**src/rtl/alu_muldiv_seq.sv**
```systemverilog
// alu_muldiv_seq: multi-cycle 16x16 multiply / 16/16 divide sequencer driving the shared ALU
module alu_muldiv_seq #(
    parameter int WIDTH     = 16,
    parameter int ITER_BITS = 5
) (
    input  logic             clk,
    input  logic             resetn,
    input  logic             start,
    input  logic             op,
    input  logic [WIDTH-1:0] opa,
    input  logic [WIDTH-1:0] opb,
    output logic             busy,
    output logic             done,
    output logic [WIDTH-1:0] result_hi,
    output logic [WIDTH-1:0] result_lo,
    output logic             div_by_zero,
    output logic             alu_own,
    output logic [WIDTH-1:0] alu_a,
    output logic [WIDTH-1:0] alu_b,
    output logic [3:0]       alu_sel,
    output logic             alu_is_compare,
    input  logic [WIDTH-1:0] alu_s
);
    typedef enum logic [1:0] {IDLE, RUN, DONE} state_t;
    localparam logic [3:0]           SEL_ADD = 4'b0100;
    localparam logic [3:0]           SEL_SUB = 4'b0101;
    localparam logic [ITER_BITS-1:0] LAST    = ITER_BITS'(WIDTH);
    state_t               state_q, state_d;
    logic [ITER_BITS-1:0] cnt_q, cnt_d;
    logic                 op_q, op_d;
    logic [WIDTH-1:0]     h_q, h_d, l_q, l_d, m_q, m_d;
    logic [WIDTH-1:0]     res_hi_q, res_hi_d, res_lo_q, res_lo_d;
    logic                 dbz_q, dbz_d;
    logic [WIDTH-1:0]     rs, t;
    logic                 take, c;
    // H/L/M hold the partial product, multiplier and multiplicand for MUL,
    // and the remainder, quotient and divisor for DIV
    always_ff @(posedge clk or negedge resetn) begin
        if (!resetn) begin
            state_q  <= IDLE;
            cnt_q    <= '0;
            op_q     <= 1'b0;
            h_q      <= '0;
            l_q      <= '0;
            m_q      <= '0;
            res_hi_q <= '0;
            res_lo_q <= '0;
            dbz_q    <= 1'b0;
        end else begin
            state_q  <= state_d;
            cnt_q    <= cnt_d;
            op_q     <= op_d;
            h_q      <= h_d;
            l_q      <= l_d;
            m_q      <= m_d;
            res_hi_q <= res_hi_d;
            res_lo_q <= res_lo_d;
            dbz_q    <= dbz_d;
        end
    end
    // next state, one ALU op per RUN cycle, results captured on the final step
    always_comb begin
        state_d  = state_q;
        cnt_d    = cnt_q;
        op_d     = op_q;
        h_d      = h_q;
        l_d      = l_q;
        m_d      = m_q;
        res_hi_d = res_hi_q;
        res_lo_d = res_lo_q;
        dbz_d    = dbz_q;
        alu_a    = '0;
        alu_b    = '0;
        alu_sel  = '0;
        rs       = {h_q[WIDTH-2:0], l_q[WIDTH-1]};
        take     = h_q[WIDTH-1] | (rs >= m_q);
        c        = l_q[0] & (alu_s < h_q);
        t        = l_q[0] ? alu_s : h_q;
        case (state_q)
            IDLE: begin
                if (start) begin
                    op_d  = op;
                    cnt_d = '0;
                    dbz_d = 1'b0;
                    if (op && opb == '0) begin
                        state_d  = DONE;
                        res_hi_d = opa;
                        res_lo_d = '1;
                        dbz_d    = 1'b1;
                    end else begin
                        state_d = RUN;
                        h_d     = '0;
                        l_d     = op ? opa : opb;
                        m_d     = op ? opb : opa;
                    end
                end
            end
            RUN: begin
                alu_a   = op_q ? rs : h_q;
                alu_b   = m_q;
                alu_sel = op_q ? SEL_SUB : SEL_ADD;
                h_d     = op_q ? (take ? alu_s : rs) : {c, t[WIDTH-1:1]};
                l_d     = op_q ? {l_q[WIDTH-2:0], take} : {t[0], l_q[WIDTH-1:1]};
                cnt_d   = cnt_q + 1'b1;
                if (cnt_d == LAST) begin
                    state_d  = DONE;
                    res_hi_d = h_d;
                    res_lo_d = l_d;
                end
            end
            default: state_d = IDLE;
        endcase
    end
    assign busy           = state_q != IDLE;
    assign done           = state_q == DONE;
    assign alu_own        = state_q == RUN;
    assign alu_is_compare = 1'b0;
    assign result_hi      = res_hi_q;
    assign result_lo      = res_lo_q;
    assign div_by_zero    = dbz_q;
endmodule
```
**config.mk**
```make
export PLATFORM = sky130hd
export DESIGN_NAME = alu_muldiv_seq
export DESIGN_NICKNAME = d
export VERILOG_FILES = /design/src/rtl/alu_muldiv_seq.sv
export SDC_FILE = /design/constraint.sdc
export NUM_CORES = 1
export LEC_CHECK = 0
export ABC_AREA = 1
export CAP_MARGIN = 10
export CELL_PAD_IN_SITES_DETAIL_PLACEMENT = 0
export CELL_PAD_IN_SITES_GLOBAL_PLACEMENT = 1
export CORE_MARGIN = 5
export CORE_UTILIZATION = 38
export CTS_BUF_LIST = sky130_fd_sc_hd__clkbuf_8
export DETAILED_ROUTE_END_ITERATION = 8
export GPL_ROUTABILITY_DRIVEN = 1
export PLACE_DENSITY_LB_ADDON = 0.15
export SYNTH_ARGS = -nofsm -noshare
export SYNTH_HDL_FRONTEND = slang
export SYNTH_SLANG_ARGS = --single-unit
```
**constraint.sdc**
```tcl
create_clock -name clk -period 2.05 [get_ports clk]
set_clock_uncertainty 0.05 [all_clocks]
set_input_delay 0.3075 -clock clk [delete_from_list [all_inputs] [get_ports clk]]
set_output_delay 0.3075 -clock clk [all_outputs]
set_load 0.005 [all_outputs]
```
# After elaboration in Yosys (flattened, before gate mapping)
# Index checks and enable logic that the tools add are counted.
[totals]
ff_bits = 89
inputBits = 52
out_inout_bits = 73
wordCells = 65
[op_classes]
add_sub_neg = 1
order_cmp = 2
eq_ne = 7
muxes = 32
bitwise_logic = 3
reduce_logical = 11
[ops]
columns = ["operator", "n"]
rows = [
  ["two-way mux 16 bit", 19],
  ["one-hot mux 16 bit (2 select lines)", 4],
  ["greater-or-equal comparator 16 bit", 1],
  ["logical NOT 16 bit", 1],
  ["less-than comparator 16 bit", 1],
  ["one-hot mux 5 bit (2 select lines)", 1],
  ["two-way mux 2 bit", 3],
  ["inequality test 2 bit (second input constant)", 3],
  ["AND reduction 2 bit", 3],
  ["AND reduction 3 bit", 2],
  ["adder 5 x 1 -> 5 bit (second input constant)", 1],
  ["equality test 5 bit (second input constant)", 1],
  ["two-way mux 5 bit", 1],
  ["one-hot mux 2 bit (2 select lines)", 1],
  ["AND reduction 4 bit", 1],
  ["nonzero test 2 bit", 2],
  ["two-way mux 3 bit", 1],
  ["equality test 2 x 1 -> 1 bit (second input constant)", 1],
  ["equality test 2 bit (second input constant)", 1],
  ["logical NOT 2 bit", 1],
  ["two-way mux 1 bit", 2],
  ["inequality test 2 x 1 -> 1 bit (second input constant)", 1],
  ["bitwise AND 1 bit", 1],
  ["logical AND 1 bit", 1],
  ["2 further kinds", 2],
]

# Longest topological paths before layout
# Gate-level depths: netlist of the first run.
[logic_depth]
word_depth = 6
ltp_mapped = 17
mapped_depth_nobuf = 16

# Worst setup path before layout of the first run
# Ideal clock, no wire load.
[synth_timing]
path_kind = "reg2reg"
start = "register h_q[14]"
end = "register h_q[8]"
setup_time_ps = 123
arrival_ps = 1730
required_time_ps = 1877
slack_ps = 147
stages_incl_launch_ff = 12
n_path_buf = 1
period_less_slack_ps = 1903
path_cell_list = "dfrtp_1 -> ha_1 -> nand2_2 -> nor4_2 -> nand2_2 -> nand2_4 -> buf_6 -> nand2_1 -> nand3_1 -> nand2_1 -> nand2_1 -> o21ai_1"
[synth_between]
elab_chain_cells = 5
[synth_rtl]
columns = ["item", "line", "rtl"]
rows = [
  ["start, declared", "31", "logic [WIDTH-1:0] h_q, h_d, l_q, l_d, m_q, m_d;"],
  ["start signal, assigned", "43", "h_q <= '0;"],
  ["start signal, assigned", "53", "h_q <= h_d;"],
  ["greater-or-equal comparator 16 bit", "76", "take = h_q[WIDTH-1] | (rs >= m_q);"],
  ["bitwise OR 1 bit", "76", ""],
  ["two-way mux 16 bit (2 in a row)", "102", "h_d = op_q ? (take ? alu_s : rs) : {c, t[WIDTH-1:1]};"],
  ["one-hot mux 16 bit (2 select lines)", "79", "case (state_q)"],
]
# Every way passes these cells.
# A chain may end at the register's enable or synchronous reset.

# Worst setup path in the final report of the first run
[layout_timing]
start = "register h_q[12]"
end = "register res_hi_q[4] (netlist: result_hi[4])"
[layout_between]
elab_chain_cells = 6
[layout_rtl]
columns = ["item", "line", "rtl"]
rows = [
  ["greater-or-equal comparator 16 bit", "76", ""],
  ["bitwise OR 1 bit", "76", ""],
  ["two-way mux 16 bit (2 in a row)", "102", ""],
  ["two-way mux 16 bit", "105", "if (cnt_d == LAST) begin"],
  ["one-hot mux 16 bit (2 select lines)", "79", ""],
  ["end signal, assigned", "56", "res_hi_q <= res_hi_d;"],
  ["end, declared", "32", "logic [WIDTH-1:0] res_hi_q, res_hi_d, res_lo_q, res_lo_d;"],
]
# Every way passes these cells. The select of a mux whose other input is x is not followed.

==> impl_metrics.env, run 1 <==
export IMPL_gp_congestion=0.890
export IMPL_fill_cells=1408
export IMPL_num_vias=6305
export IMPL_crit_chain="ha_4 > nand2_2 > nor4_4 > nand2_4 > nand2_8 > buf_12 > nand2_1 > nand3_1 > nand2_1 > nand2_2 > a21oi_2"
export IMPL_max_slew_worst_pin_slew_ps=520
export IMPL_grt_usage_pct=21.8
export IMPL_cap_viol_max_count=0
export IMPL_wl_mm=21.1
export IMPL_gr_total_overflow=0
export IMPL_p_per_area_nw_per_um2=1740
export IMPL_rsz0062_at_grt="true"
export IMPL_cp_end_kind="flop"
export IMPL_seq_area_frac_synth_pct=38.1
export IMPL_cts_clk_slew_worst_paths_ps=90
export IMPL_arrival_ps=2290
export IMPL_dr_pass1_iters=6
export IMPL_grt_pass1_vias=5963
export IMPL_ys_types=33
export IMPL_stdcell_area_um2=8700
export IMPL_synthCells=802
export IMPL_cts_root_buf="clkbuf_8"
export IMPL_crit_type="flop to flop"
export IMPL_finalNonFillerCells=1179
export IMPL_clock_latency_ps=370
export IMPL_yosys_warnings=0
export IMPL_grt_max_degree=39
export IMPL_synth_seq_cells=89
export IMPL_wl_per_cell_um=17.9
export IMPL_critPathLaunchType="flop"
export IMPL_fin_crit_sh_pct=101
export IMPL_violations="negative setup slack"
export IMPL_htree_levels=3
export IMPL_core_area_um2=15100
export IMPL_die_w_um=134
export IMPL_die_area_um2=18000
export IMPL_synth_avg_cell_area_um2=7.29
export IMPL_drtIter0Drc=466
export IMPL_area_growth_syn_to_layout_pct=48.8
export IMPL_place_area_um2=7690
export IMPL_rows=45
export IMPL_hold_path_class="input pin to asynchronous set/reset pin"
export IMPL_cts_made_buffers=9
export IMPL_antenna_left=0
export IMPL_port_buffers=121
export IMPL_setup_viol=12
export IMPL_synth_top_area_share_pct=38.1
export IMPL_crit_required_ps=2260
export IMPL_finalHoldViolations=0
export IMPL_status="finished, violations left"
export IMPL_chipHeight_um=134
export IMPL_p_leak_nw=4.16
export IMPL_max_freq_ghz=0.481
export IMPL_antenna_found_initial=0
export IMPL_routed_via_density=5.35
export IMPL_synth_edf_count=0
export IMPL_place_inst=1136
export IMPL_p_total_w=0.0151
export IMPL_ys_flop_type="dfrtp_1"
export IMPL_post_route_util_pct=57.4
export IMPL_final_nets=1071
export IMPL_synth_area_top_cells="dfrtp_1 (38%), nand2_1 (9.8%), a21oi_1 (8.0%)"
export IMPL_whs_ps=410
export IMPL_critPathMaxFanout=8
export IMPL_drv_slew=0
export IMPL_cp_slowest_stage_delay_ps=420
export IMPL_dp_hpwl_mm=14.7
export IMPL_maxSlewHeadroom_pct=65.3
export IMPL_antenna_cells=0
export IMPL_yosysTopAreaCell="dfrtp_1"
export IMPL_cts_sinks=89
export IMPL_grt_pass1_wl_mm=31.3
export IMPL_period_needed_ps=2080
export IMPL_crit_slowest_cell="dfrtp_1"
export IMPL_start_util_pct=38.6
export IMPL_drive_gt1_share_pct=25.1
export IMPL_async_reset_ff_share_pct=100
export IMPL_cts_tree="done"
export IMPL_syn_area_um2=5850
export IMPL_drcViolationCount=0
export IMPL_vdd_ir_drop_max_v=0.000744
export IMPL_setup_ws_ps=-29.6
export IMPL_cts_buffer_depth=2
export IMPL_num_io_pins=125
[per-stage QoR]
| stage | TNS [ps] | worst slack (ps) |
|---|---|---|
| 2_1_floorplan | 0 | 147 |
| 3_3_place_gp | -8650 | -169 |
| 3_5_place_dp | -8150 | -223 |
| 4_1_cts | 0 | 2.58 |
| 5_1_grt | -2020 | -105 |
| 6_report | -154 | -29.6 |
[cell usage after synthesis, types with 9 or more instances]
cell,instances
nor2_1,70
dfrtp_1,89
ha_1,32
a21oi_1,94
nand2_1,152
nand3_1,42
inv_1,94
a211oi_1,14
buf_2,14
clkbuf_1,21
o21ai_0,78
o21ai_1,31
o211ai_1,17
a21oi_2,9
[sequential cells by signal (all words and copies together) (netlist names)]
register,flops
result_hi,16
m_q,16
l_q,16
op_q,1
cnt_q,5
div_by_zero,1
h_q,16
result_lo,16
state_q,2
[final timing paths]
check / from / to / slack (ps) / depth (start not counted)
max: h_q[12] / result_hi[4] / -30 / 11
min: resetn / op_q / 410 / 2
max reg2reg: h_q[12] / result_hi[4] / -30 / 11
min reg2reg: result_lo[10] / result_lo[10] / 450 / 2
max in group asynchronous: resetn / result_lo[8] / 960 / 3
min in group clk: result_lo[10] / result_lo[10] / 450 / 2
[kinds of logic (layout without fill, tap and decap cells)]
kind of cell	after synthesis	in the layout	share of synthesized area, %
and+or+nand+nor	281	281	19.9
AOI/OAI and AO/OA	248	248	23.7
buffers and inverters	149	336	11.1
DFF	89	89	38.1
adders and majority gates	32	32	6.85
xor gates and xnor gates	2	2	0.300
other	1	3	0.0642
[per-layer routing]
layer | share of wire, % | track usage, %
met2 | 46 | 35.4
met3 | 6.8 | 4.28
met4 | 1.4 | 4.30
met1 | 46 | 30.5
met5 | 0 | 0
[power by group]
group          internal [W]  switching (W)
Combinational       0.00489        0.00556
Sequential          0.00263       0.000617
Clock              0.000791       0.000627
Total               0.00832        0.00681
[critical path, delay by kind of cell (launching register included)]
kind	cells	cell delay [ps]
simple gates	8	990
compound gates	1	60
buf+inv	1	140
flops	1	420
fa+ha+maj	1	300
[layout by cell type, fill, tap and decap left out, types with 24 or more instances in the layout]
master	Yosys	final
ha_1	32	24
a21oi_1	94	75
nand2_1	152	117
nor2_1	70	65
a21oi_2	9	26
nand3_1	42	31
o21ai_1	31	36
dfrtp_1	89	87
o21ai_0	78	70
nand2_2	2	31
clkdlybuf4s50_1	0	85
buf_4	6	82
inv_1	94	87
[layout make-up]
cell class	count	area (µm²)	share of cell area [%]
Tap cell	188	235	2.70
Multi-Input combinational cell	566	3410	39.2
Clock buffer	9	124	1.42
Sequential cell	89	2230	25.7
Clock inverter	6	101	1.16
Inverter	95	369	4.24
Timing Repair Buffer	226	2220	25.6
[timing repair]
item,4_1_cts,5_1_grt
pin swaps,5,22
hold buffers,1,0
endpoints found under the hold margin,34,0
cloned,3,6
resized for setup,96,116
buffers inserted,5,14
endpoints found under the setup margin,62,63
No activity file was read; power rests on OpenSTA's default activity.
==> inputs of run 2 (changes only) <==
- ABC_AREA: 1 -> 0
- CORE_UTILIZATION: 38 -> 40
==> run 2 against run 1 <==
  * The run still ends with negative setup slack left
  * Sequential power grew 1%
  * Clock power decreased by 26%
  * Clock-buffer cell count rose by 1
  * Core utilization is 5.0 points higher
  * Synthesized area fell by 2.1%
  * Hold slack lost 10 ps
  * Critical endpoint is now result_hi[10]
  * Highest routed layer unchanged
==> impl_metrics.env, run 2 <==
export IMPL_finalSetupTns_ps=-16440
export IMPL_cts_buffer_depth=2
export IMPL_maxUsedRoutingLayer="met4"
export IMPL_seqPwrFrac_pct=23.6
export IMPL_antenna_found_initial=0
export IMPL_period_needed_ps=2590
export IMPL_p_switching_w=0.00569
export IMPL_drv_slew=0
export IMPL_max_freq_ghz=0.386
export IMPL_port_buffers=121
export IMPL_final_nets=920
export IMPL_p_total_w=0.0139
export IMPL_rsz0062_at_grt="true"
export IMPL_grt_pass1_wl_mm=31.5
export IMPL_gr_total_overflow=0
export IMPL_p_per_area_nw_per_um2=1600
export IMPL_antenna_cells=0
export IMPL_chipHeight_um=130
export IMPL_die_area_um2=16800
export IMPL_drcViolationCount=0
export IMPL_rr_worst_depth=8
export IMPL_cts_made_buffers=9
export IMPL_arrival_ps=2790
export IMPL_critPathMaxFanout=7
export IMPL_ys_types=50
export IMPL_cts_sinks=89
export IMPL_cts_clk_slew_worst_paths_ps=80
export IMPL_status="finished, violations left"
export IMPL_synthCells=598
export IMPL_drtIter0Drc=402
export IMPL_wl_met1_mm=9.08
export IMPL_whs_ps=399
export IMPL_violations="negative setup slack"
export IMPL_critPathLaunch="h_q[7]"
export IMPL_grt_pass1_vias=5780
export IMPL_yosysTopAreaCell="dfrtp_1"
export IMPL_yosysMostFrequentCell="dfrtp_1"
export IMPL_synth_seq_cells=89
export IMPL_swShare_pct=40.9
export IMPL_area_growth_syn_to_layout_pct=52.1
export IMPL_crit_required_ps=2250
export IMPL_synthTopCellsByCount="dfrtp_1 (89), mux2i_1 (75), inv_1 (51)"
export IMPL_wl_met2_mm=9.31
export IMPL_rrSetupSlack_ps=-540
export IMPL_routed_via_density=5.52
export IMPL_ys_flop_type="dfrtp_1"
export IMPL_synth_edf_count=0
export IMPL_setup_ws_ps=-539
export IMPL_core_area_um2=13900
export IMPL_dp_hpwl_mm=15.0
export IMPL_wl_mm=20.5
export IMPL_fill_cells=1218
export IMPL_cp_end_kind="flop"
export IMPL_reg2reg_from="h_q[7]"
export IMPL_grt_max_degree=39
export IMPL_syn_area_um2=5730
export IMPL_crit_slowest_cell="or4_4"
export IMPL_gp_congestion=0.836
export IMPL_antenna_left=0
export IMPL_p_int_w=0.00822
export IMPL_synth_avg_cell_area_um2=9.57
export IMPL_wl_met3_mm=1.50
export IMPL_multiInputGateArea_um2=3440
export IMPL_endpoint="result_hi[10]"
export IMPL_vdd_ir_drop_max_v=0.000809
export IMPL_r2r_end="result_hi[10]"
export IMPL_layout_commonest_cell="buf_4"
export IMPL_drive_gt1_share_pct=26.6
export IMPL_htree_levels=3
export IMPL_rows=43
export IMPL_dr_pass1_iters=5
export IMPL_wl_per_cell_um=20.1
export IMPL_power_share_clock_pct=7.5
export IMPL_fin_crit_sh_pct=126
export IMPL_p_leak_nw=4.16
export IMPL_register_area_um2=2230
export IMPL_hold_path_class="input pin to asynchronous set/reset pin"
export IMPL_start_util_pct=41.1
export IMPL_synth_area_top_cells="dfrtp_1 (39%), mux2i_1 (13%), ha_1 (7.0%)"
export IMPL_p_comb_share_pct=68.9
export IMPL_async_reset_ff_share_pct=100
export IMPL_cap_viol_max_count=0
export IMPL_finalHoldViolations=0
export IMPL_final_cell_mix="buf_4 (122), dfrtp_1 (88), clkdlybuf4s50_1 (83), mux2i_1 (75), inv_1 (42)"
export IMPL_crit_type="flop to flop"
export IMPL_cp_slowest_stage_delay_ps=520
export IMPL_grt_usage_pct=24.3
export IMPL_die_w_um=130
export IMPL_num_io_pins=125
export IMPL_synth_top_area_share_pct=38.9
export IMPL_crit_chain="ha_4 > and4_4 > nand2_2 > or4_4 > a31o_4 > buf_6 > o221a_4 > o22a_1"
export IMPL_cts_root_buf="clkbuf_8"
export IMPL_clock_latency_ps=370
export IMPL_setup_viol=34
export IMPL_critPathLaunchType="flop"
export IMPL_yosys_warnings=0
export IMPL_seq_area_frac_synth_pct=38.9
export IMPL_max_slew_worst_pin_slew_ps=528
export IMPL_cts_tree="done"
export IMPL_num_vias=5616
export IMPL_maxSlewHeadroom_pct=63.9
[run 2: changes by cell type in the layout (fill, tap and decap cells not counted), moves of 28 or more]
| cell | previous run | this run |
|---|---|---|
| o21ai_1 | 36 | 2 |
| nand2_1 | 117 | 31 |
| mux2i_1 | 0 | 75 |
| o21ai_0 | 70 | 30 |
| inv_1 | 87 | 42 |
| buf_4 | 82 | 122 |
| a21oi_1 | 75 | 20 |
| nand3_1 | 31 | 3 |
| a21o_1 | 0 | 31 |
[run 2: cell type report]
class	count	area share, %
clock buffers	10	1.58
inverters	51	2.27
flip-flops and latches	89	25.6
well taps	180	2.59
multi-input cells	419	39.5
clock inverters	3	0.144
repair buffers	266	28.3
[run 2: what timing repair did]
item	4_1_cts	5_1_grt
gates cloned	3	1
pin swaps	10	16
hold buffers	1	0
buffers inserted	14	10
gates resized for setup	67	47
endpoints found under the setup margin	74	68
endpoints found under the hold margin	33	0
[run 2: power groups by stage]
stage          Sequential, W  Combinational [W]  Clock, W
6_report             0.00329            0.00958   0.00105
5_1_grt              0.00337             0.0104   0.00116
4_1_cts              0.00325            0.00898   0.00107
3_5_place_dp         0.00325            0.00853         0
3_3_place_gp         0.00321            0.00836         0
2_1_floorplan        0.00320            0.00443         0
[run 2: how the worst min path moves through the flow]
stage	from	end	slack, ps
after floorplan	resetn	cnt_q[0]	-40
after global placement	resetn	h_q[4]	250
after detailed placement	resetn	h_q[4]	250
after CTS	resetn	result_hi[7]	390
after global routing	resetn	h_q[3]	430
final	resetn	h_q[4]	400
[run 2: routing by layer]
layer	vias to the layer above	track usage, %
li1	2643	-
met1	2697	32.3
met2	230	38.9
met3	46	6.64
met4	0	7.58
met5	-	0
[run 2: worst max-delay path: cells and delay by family (launching register included)]
family | cells | cell delay [ps]
simple gates | 3 | 790
fa+ha+maj | 1 | 290
buf+inv | 1 | 140
compound gates | 3 | 740
flops | 1 | 450
[run 2: cells by family after synthesis]
family | count (synthesis) | synth area share (%)
flip-flops | 89 | 38.9
buffers and inverters | 92 | 6.58
adder cells (fa/ha/maj) | 32 | 6.99
XOR/XNOR | 2 | 0.306
other | 1 | 0.0655
multiplexers | 78 | 13.7
AO/OA/AOI/OAI | 182 | 23.3
AND/OR/NAND/NOR | 122 | 10.1
[run 2: through the flow]
stage / cell area [µm²] / worst slack (ps) / instances / util (%)
6_report: 8710 / -539 / 1018 / 62.5
5_1_grt: 8710 / -582 / 1018 / 62.5
4_1_cts: 8420 / -492 / 1008 / 60.4
3_5_place_dp: 7980 / -547 / 977 / 57.3
3_3_place_gp: 7980 / -500 / 977 / 57.3
2_1_floorplan: 5760 / -452 / 600 / -
==> inputs of run 3 (changes only) <==
- CELL_PAD_IN_SITES_DETAIL_PLACEMENT: 0 -> unset
- CELL_PAD_IN_SITES_GLOBAL_PLACEMENT: 1 -> unset
- CORE_ASPECT_RATIO: unset -> 1.75
- CORE_UTILIZATION: 40 -> 53
- RECOVER_POWER: unset -> 100
==> run 3 against run 2 <==
  * The run still ends with negative setup slack left
  * Via count rose by 6.3%
  * Setup slack got worse by 27 ps
  * Sequential share of layout area rose by 0.56 points
  * Flip-flop and latch count did not move
  * Die area fell by 22%
  * Routed wire length rose by 6.2%
  * Critical path depth did not move
  * First-iteration DRC count rose by 19%
  * Combinational power fell by 2%
  * Clock power rose by 23%
==> impl_metrics.env, run 3 (same netlist as run 2, synthesis figures left out) <==
export IMPL_status="finished, violations left"
export IMPL_violations="negative setup slack"
export IMPL_setup_viol=69
export IMPL_antenna_left=0
export IMPL_drive_gt1_share_pct=26.7
export IMPL_crit_type="flop to flop"
export IMPL_dp_hpwl_mm=15.2
export IMPL_drcViolationCount=0
export IMPL_chipHeight_um=147
export IMPL_finalSetupTns_ps=-19790
export IMPL_cts_root_buf="clkbuf_8"
export IMPL_max_freq_ghz=0.382
export IMPL_critPathMaxFanout=8
export IMPL_grt_usage_pct=32.9
export IMPL_clock_latency_ps=380
export IMPL_critPathLaunchType="flop"
export IMPL_crit_required_ps=2270
export IMPL_cp_end_kind="flop"
export IMPL_htree_levels=3
export IMPL_port_buffers=121
export IMPL_die_area_um2=13100
export IMPL_antenna_cells=0
export IMPL_cts_clk_slew_worst_paths_ps=110
export IMPL_core_area_um2=10600
export IMPL_finalHoldViolations=0
export IMPL_grt_max_degree=41
export IMPL_wl_per_cell_um=22.6
export IMPL_num_vias=5970
export IMPL_routed_via_density=6.19
export IMPL_finalNonFillerCells=965
export IMPL_grt_pass1_vias=6204
export IMPL_rsz0062_at_grt="true"
export IMPL_period_needed_ps=2620
export IMPL_drtIter0Drc=477
export IMPL_layout_commonest_cell="buf_4"
export IMPL_p_leak_nw=4.12
export IMPL_vdd_ir_drop_max_v=0.00103
export IMPL_die_w_um=88.6
export IMPL_cts_buffer_depth=2
export IMPL_antenna_found_initial=0
export IMPL_fill_cells=696
export IMPL_cts_tree="done"
export IMPL_gp_congestion=1.02
export IMPL_wl_met1_mm=7.75
export IMPL_num_io_pins=125
export IMPL_start_util_pct=53.8
export IMPL_area_growth_syn_to_layout_pct=48.8
export IMPL_hold_path_class="input pin to flop"
export IMPL_fin_crit_sh_pct=128
export IMPL_final_nets=914
export IMPL_dr_pass1_iters=5
export IMPL_final_cell_mix="buf_4 (113), dfrtp_1 (88), mux2i_1 (75), clkdlybuf4s50_1 (46), inv_1 (41)"
export IMPL_cts_sinks=89
export IMPL_gr_total_overflow=0
export IMPL_maxUsedRoutingLayer="met4"
export IMPL_place_inst=924
export IMPL_grt_pass1_wl_mm=32.8
export IMPL_max_slew_worst_pin_slew_ps=968
export IMPL_setup_ws_ps=-566
export IMPL_maxSlewHeadroom_pct=35.5
export IMPL_p_per_area_nw_per_um2=1650
export IMPL_dp_slack_ps=-774
export IMPL_cap_viol_max_count=0
export IMPL_drv_slew=0
export IMPL_arrival_ps=2830
export IMPL_wl_mm=21.8
export IMPL_wl_met3_mm=1.44
export IMPL_wl_met2_mm=11.2
export IMPL_rows=50
export IMPL_cts_made_buffers=9
==> run 3: cell types whose count changed in the layout (fill, tap and decap cells not counted), sizes merged, moves of 2 or more <==
cell           delta
clkdlybuf4s50    -37
dlygate4sd3      +33
clkinvlp          +2
buf              -14
dlymetal6s2s      +2
dlygate4sd2       -9
clkbuf           +19
bufbuf            -2
==> run 3: path summary, 6_finish.rpt <==
check	start	end	slack (ps)	depth (start not counted)
min	opb[3]	m_q[3]	350	4
min reg2reg	l_q[9]	l_q[9]	460	1
max reg2reg	h_q[11]	result_hi[10]	-570	8
max in group asynchronous	resetn	op_q	120	3
max	h_q[11]	result_hi[10]	-570	8
min in group asynchronous	resetn	cnt_q[2]	540	2
==> run 3: per-layer routing <==
layer / up-vias / GRT usage [%]
li1: 2629 / -
met1: 2907 / 37.8
met2: 346 / 57.4
met3: 88 / 5.52
met4: 0 / 16.2
met5: - / 0
==> run 3: area by class of cell <==
cell class	instances	area (µm²)	area share, %
Tap cell	130	163	1.91
Timing Repair Buffer	260	2320	27.2
Clock buffer	9	124	1.45
Sequential cell	89	2230	26.2
Clock inverter	7	76.3	0.896
Multi-Input combinational cell	419	3420	40.1
Inverter	51	193	2.26
==> run 3: critical path: stages, from the launching register on <==
cell,delay [ps]
dfrtp_1,430
ha_1,300
and4_4,230
nand4_1,120
or4_4,470
a31o_4,300
buf_12,150
o221a_4,260
o22a_1,200
==> run 3: what timing repair did <==
item / in CTS / in global routing
pin swaps: 13 / 8
endpoints found under the hold margin: 32 / 0
gates resized for setup: 73 / 62
hold buffers: 1 / 0
gates cloned: 2 / 2
setup buffers: 10 / 11
endpoints found under the setup margin: 92 / 99
==> run 3: power breakdown <==
part	internal (W)	switching (W)
registers	0.00260	0.000714
clock network	0.000572	0.000720
logic	0.00486	0.00457
total	0.00803	0.00601
==> run 3: metrics by stage <==
step / total power, W / util, % / area (µm²) / hold slack, ps
floorplan: 0.00762 / - / 5760 / -38.1
global placement: 0.0116 / 74.4 / 7910 / 245
detailed placement: 0.0119 / 74.4 / 7910 / 253
CTS: 0.0136 / 79.0 / 8400 / 383
global route: 0.0149 / 80.1 / 8520 / 405
finish: 0.0140 / 80.1 / 8520 / 346
